$ cat config.mk
export PLATFORM = sky130hd
export DESIGN_NAME = pipe_ctrl
export DESIGN_NICKNAME = d
export VERILOG_FILES = /design/src/rtl/pipe_ctrl.sv
export SDC_FILE = /design/constraint.sdc
export NUM_CORES = 1
export LEC_CHECK = 0
export CAP_MARGIN = 20
export CORE_MARGIN = 3
export CORE_UTILIZATION = 40
export DETAILED_ROUTE_END_ITERATION = 16
export PLACE_DENSITY = 0.76
export SKIP_LAST_GASP = 1
export SLEW_MARGIN = 20
export SYNTH_ARGS = -nofsm -noshare
export SYNTH_HDL_FRONTEND = slang
export SYNTH_SLANG_ARGS = --single-unit
export TNS_END_PERCENT = 20
$ cat constraint.sdc
create_clock -name clk -period 4.67 [get_ports clk]
set_input_delay 0.934 -clock clk [delete_from_list [all_inputs] [get_ports clk]]
set_output_delay 0.934 -clock clk [all_outputs]
set_load 0.05 [all_outputs]
$ cat src/rtl/pipe_ctrl.sv
// pipe_ctrl: IF/ID/EX pipeline sequencer merging redirect and stall requests.
// Define PIPE_CTRL_IRQ_EN to let an interrupt request act as a redirect source.
module pipe_ctrl #(
  parameter int ADDR_WIDTH   = 32,
  parameter int FLUSH_CYCLES = 2,
  parameter int CNT_WIDTH    = 16
) (
  input  logic                  clk,
  input  logic                  rst_n,
  input  logic                  jump_req_i,
  input  logic [ADDR_WIDTH-1:0] jump_addr_i,
  input  logic                  hold_req_i,
  input  logic                  load_use_i,
  input  logic                  irq_req_i,
  input  logic [ADDR_WIDTH-1:0] irq_vec_i,
  output logic                  irq_ack_o,
  output logic                  jump_o,
  output logic [ADDR_WIDTH-1:0] jump_addr_o,
  output logic                  pipeline_flush_o,
  output logic                  pc_stall_o,
  output logic [CNT_WIDTH-1:0]  stall_cnt_o
);

  localparam logic [1:0] ST_RUN   = 2'd0;
  localparam logic [1:0] ST_FLUSH = 2'd1;
  localparam logic [1:0] ST_HOLD  = 2'd2;
  localparam logic [3:0] FLUSH_INIT = 4'(FLUSH_CYCLES - 1);

  logic [1:0]            state, state_nxt;
  logic [3:0]            fcnt, fcnt_nxt;
  logic                  irq_accept;
  logic                  redirect;
  logic                  flush_nxt;
  logic [ADDR_WIDTH-1:0] target;

`ifdef PIPE_CTRL_IRQ_EN
  // An interrupt only gets in on a completely quiet RUN cycle.
  assign irq_accept = (state == ST_RUN) & irq_req_i & ~jump_req_i & ~hold_req_i & ~load_use_i;
  assign target     = jump_req_i ? jump_addr_i : irq_vec_i;

  always_ff @(posedge clk or negedge rst_n) begin
    if (!rst_n) irq_ack_o <= 1'b0;
    else        irq_ack_o <= irq_accept;
  end
`else
  logic unused_irq;
  assign unused_irq = ^{irq_req_i, irq_vec_i};
  assign irq_accept = 1'b0;
  assign target     = jump_addr_i;
  assign irq_ack_o  = 1'b0;
`endif

  assign redirect = jump_req_i | irq_accept;

  always_comb begin
    state_nxt = state;
    fcnt_nxt  = fcnt;
    if (redirect) begin
      state_nxt = ST_FLUSH;
      fcnt_nxt  = FLUSH_INIT;
    end else begin
      case (state)
        ST_FLUSH: begin
          if (fcnt != 4'd0) fcnt_nxt  = fcnt - 4'd1;
          else              state_nxt = hold_req_i ? ST_HOLD : ST_RUN;
        end
        ST_RUN:  if (hold_req_i)  state_nxt = ST_HOLD;
        ST_HOLD: if (!hold_req_i) state_nxt = ST_RUN;
        default: state_nxt = ST_RUN;
      endcase
    end
    flush_nxt = redirect | ((state == ST_FLUSH) && (fcnt != 4'd0));
  end

  always_ff @(posedge clk or negedge rst_n) begin
    if (!rst_n) begin
      state            <= ST_RUN;
      fcnt             <= 4'd0;
      jump_o           <= 1'b0;
      jump_addr_o      <= '0;
      pipeline_flush_o <= 1'b0;
    end else begin
      state            <= state_nxt;
      fcnt             <= fcnt_nxt;
      jump_o           <= redirect;
      pipeline_flush_o <= flush_nxt;
      if (redirect) jump_addr_o <= target;
    end
  end

  // A same-cycle jump wins over any stall; the flush window never stalls.
  assign pc_stall_o = rst_n & ~jump_req_i &
                      (((state == ST_HOLD) & hold_req_i) |
                       ((state == ST_RUN) & (hold_req_i | load_use_i)));

  always_ff @(posedge clk or negedge rst_n) begin
    if (!rst_n)
      stall_cnt_o <= '0;
    else if (pc_stall_o && (stall_cnt_o != {CNT_WIDTH{1'b1}}))
      stall_cnt_o <= stall_cnt_o + CNT_WIDTH'(1);
  end

endmodule
==> metrics.txt <==
routability cong.=0.788; area of the multi-input gates=960 sq um; Seq. cell area=1400 sq um; post-route setup TNS=0 ns; latest clock arrival within the worst-skew pair=0.30 ns; final worst slack=0.870 ns; cell taking the most area after synthesis=dfrtp_1; leakage power=0.00149 uW; clock sink total=56; largest clock skew in the final design=0.00604 ns; YS warnings=0; Post-DRT Antenna Nets=0; All-Layer GR Usage=15.5%; per-instance average area after synthesis=13.2 sq um; highest cell delay on the worst timing path=0.82 ns; multiplexer share of the synthesized area=15.6%; I/O Buffers=87; number of fill cells=479; HP Class=reg -> reg; Met2 Routed Length=2.37 mm; Initial Util=42.5%; ratio of cells with drive above 1 in the final layout=20.7%; CTS clock-pin slew for the worst setup and hold paths=0.09 ns; Fin Hold WS=0.499 ns; TritonCTS clock tree=yes; fraction of registers with async set or reset after synthesis=100%; Worst slew margin=51.8%; final critical-path share of the clock period=81.4%; count of boundary I/O pins=122; wire length on met3=322 um; Worst Path Buf+Inv=3; VDD IR-drop max=0.283 mV; status=completed; number of synthesized register bits=56; DRT Pass-1 Iters=4; sequential area share after synthesis=58.1%; dominant combinational cell family by area after synthesis=multiplexers; area fraction in compound gates after synthesis=3.48%; max-capacitance violation count=0; sum of routed wire length over all layers=5.16 mm; final-report setup violation count=0; Syn Nets=256; Met1 Routed Length=2.41 mm; maximum number of pins on one net before global-route repair=58; # hold bufs at CTS=0; post-synthesis share of cell area spent on xor and xnor gates=5.08%; Avg Vias per Cell=5.06; post-CTS setup repair buffer count=0; commonest cells in the netlist=dfrtp_1 (56), mux2_2 (32), xor2_1 (12), nor4_1 (8); via count=1756; cell row count=27; horizontal extent of the die=83.7 um; top layer used by detailed routing=met4; cell class contributing the biggest share of worst-path delay=buffers and inverters; top flip-flop cell by instance count after synthesis=dfrtp_1; critical path launch point type=input port; adder and majority cell fraction of the synthesized area=1.56%; area enclosed by the die boundary=7000 sq um; Final Hold Viols=0; min Tclk post-route=3.80 ns; Synth-to-Final Area Change=44.2%; simple-gate share of the synthesized area=14.0%; grt total ovfl=0; Max Slew Vio Count=0; nature of the critical path endpoint=output pin; area share of the largest cell type after synthesis=58.1%; sequence of cells on the critical path=clkdlybuf4s50_1, nor2b_1, o211ai_2, inv_1, clkdlybuf4s50_1; ratio of total power to cell area=415 nW/um^2; top fanout value on the critical path=9; share of the core filled with cells=61.3%; required time at the worst-slack endpoint=3.74 ns; number of DRC markers after the initial detailed-route iteration=57; number of cells upsized or downsized after cts=0; clk buf depth=2; total number of H-tree levels=2; number of buffers created by CTS=5; core region area=5680 sq um; initial antenna violation count=0; worst setup slack before clock tree synthesis=0.860 ns; number of flops mapped to enable cells by yosys=0; chip height=83.7 um; DRC errors left=0; most frequently used cell type in the post-synthesis netlist=dfrtp_1; Clock Tree Root=clkbuf_8; post-synthesis instance area=2410 sq um; detailed-route wire length per cell=14.9 um; hpwl dp=3.71 mm; antenna fix cells=0; Post-Syn Instances=183; via count of the first global-routing pass=1859; signal arrival time at the worst endpoint=2.87 ns; dominant cell type by count on the critical path=clkdlybuf4s50_1; first-pass GRT wire length=8.93 mm; RSZ-0062 raised after global routing=false; Slew @ Worst Pin=0.724 ns; synth unique cells=38; cell types occupying the most area after synthesis=dfrtp_1 (58%), mux2_2 (15%), xor2_1 (4.4%), nor4_1 (2.1%), ha_1 (1.6%); peak clock frequency supported by timing=263 MHz; Critical Path Slowest Stage Cell=clkdlybuf4s50_1; Setup CP Type=in -> out; net count of the finished layout=347
==> routing by layer <==
layer / GRT usage [%] / vias up
li1: - / 826
met1: 20.1 / 848
met5: 0 / -
met3: 4.44 / 7
met4: 3.36 / 0
met2: 26.0 / 75
==> where the power goes <==
group | total, uW | switching [uW] | leakage, uW | internal (uW)
sequential | 608 | 54.7 | 0.000671 | 554
clock | 337 | 148 | 0.0000645 | 189
combinational | 498 | 297 | 0.000753 | 201
==> cell usage in the layout (no fill, tap or decap), types with 2 or more instances in the layout <==
cell type         n
buf_4             2
clkdlybuf4s50_1  85
nor4_1            8
dfrtp_1          56
nor2b_1           2
buf_2             2
nand4_1           3
xor2_1           12
xnor2_1           2
nand3_1           7
nor2_1            6
inv_1             7
nand2_1           7
or3_1             2
nor3_1            6
mux2_2           32
or2_2             3
ha_1              3
a21oi_1           3
clkbuf_8          7
==> registers in the layout, summed over array words and instances, names as in the netlist <==
| register | cells |
|---|---|
| jump_o | 1 |
| pipeline_flush_o | 1 |
| stall_cnt_o | 16 |
| jump_addr_o | 32 |
| state | 2 |
| fcnt | 4 |
==> metrics by stage <==
stage	cells	total power [uW]	area (sq um)
after detailed placement	339	1120	3350
after global routing	347	1520	3480
final	347	1440	3480
after global placement	339	1110	3350
after floorplan	183	942	2410
after CTS	347	1460	3480
==> cells by family (layout without fill, tap and decap cells) <==
kind of cell | Yosys count | in the layout
AND/OR/NAND/NOR | 54 | 54
adder cells (fa/ha/maj) | 3 | 3
buffers and inverters | 12 | 104
multiplexers | 33 | 33
XOR/XNOR | 14 | 14
other | 1 | 1
flip-flops | 56 | 56
AO/OA/AOI/OAI | 10 | 10
==> area by class of cell <==
| type | instances | area share (%) |
|---|---|---|
| well taps | 72 | 2.59 |
| clock buffers | 7 | 2.77 |
| multi-input cells | 115 | 27.6 |
| repair buffers | 89 | 25.2 |
| flip-flops and latches | 56 | 40.3 |
| clock inverters | 1 | 0.863 |
| inverters | 7 | 0.755 |
==> path summary, 6_finish.rpt <==
kind	endpoint	depth (start not counted)	start	slack, ns
worst min-delay path	stall_cnt_o[15]$_DFFE_PN0P_	1	stall_cnt_o[15]$_DFFE_PN0P_	0.50
max in group asynchronous	fcnt[3]$_DFFE_PN0P_	2	rst_n	3.40
worst max-delay path	pc_stall_o	5	load_use_i	0.87
worst min register to register	stall_cnt_o[15]$_DFFE_PN0P_	1	stall_cnt_o[15]$_DFFE_PN0P_	0.50
worst max register to register	state[1]$_DFFE_PN0P_	6	fcnt[0]$_DFFE_PN0P_	2.92
min in group asynchronous	stall_cnt_o[1]$_DFFE_PN0P_	2	rst_n	0.80
No activity file was read; power rests on OpenSTA's default activity.
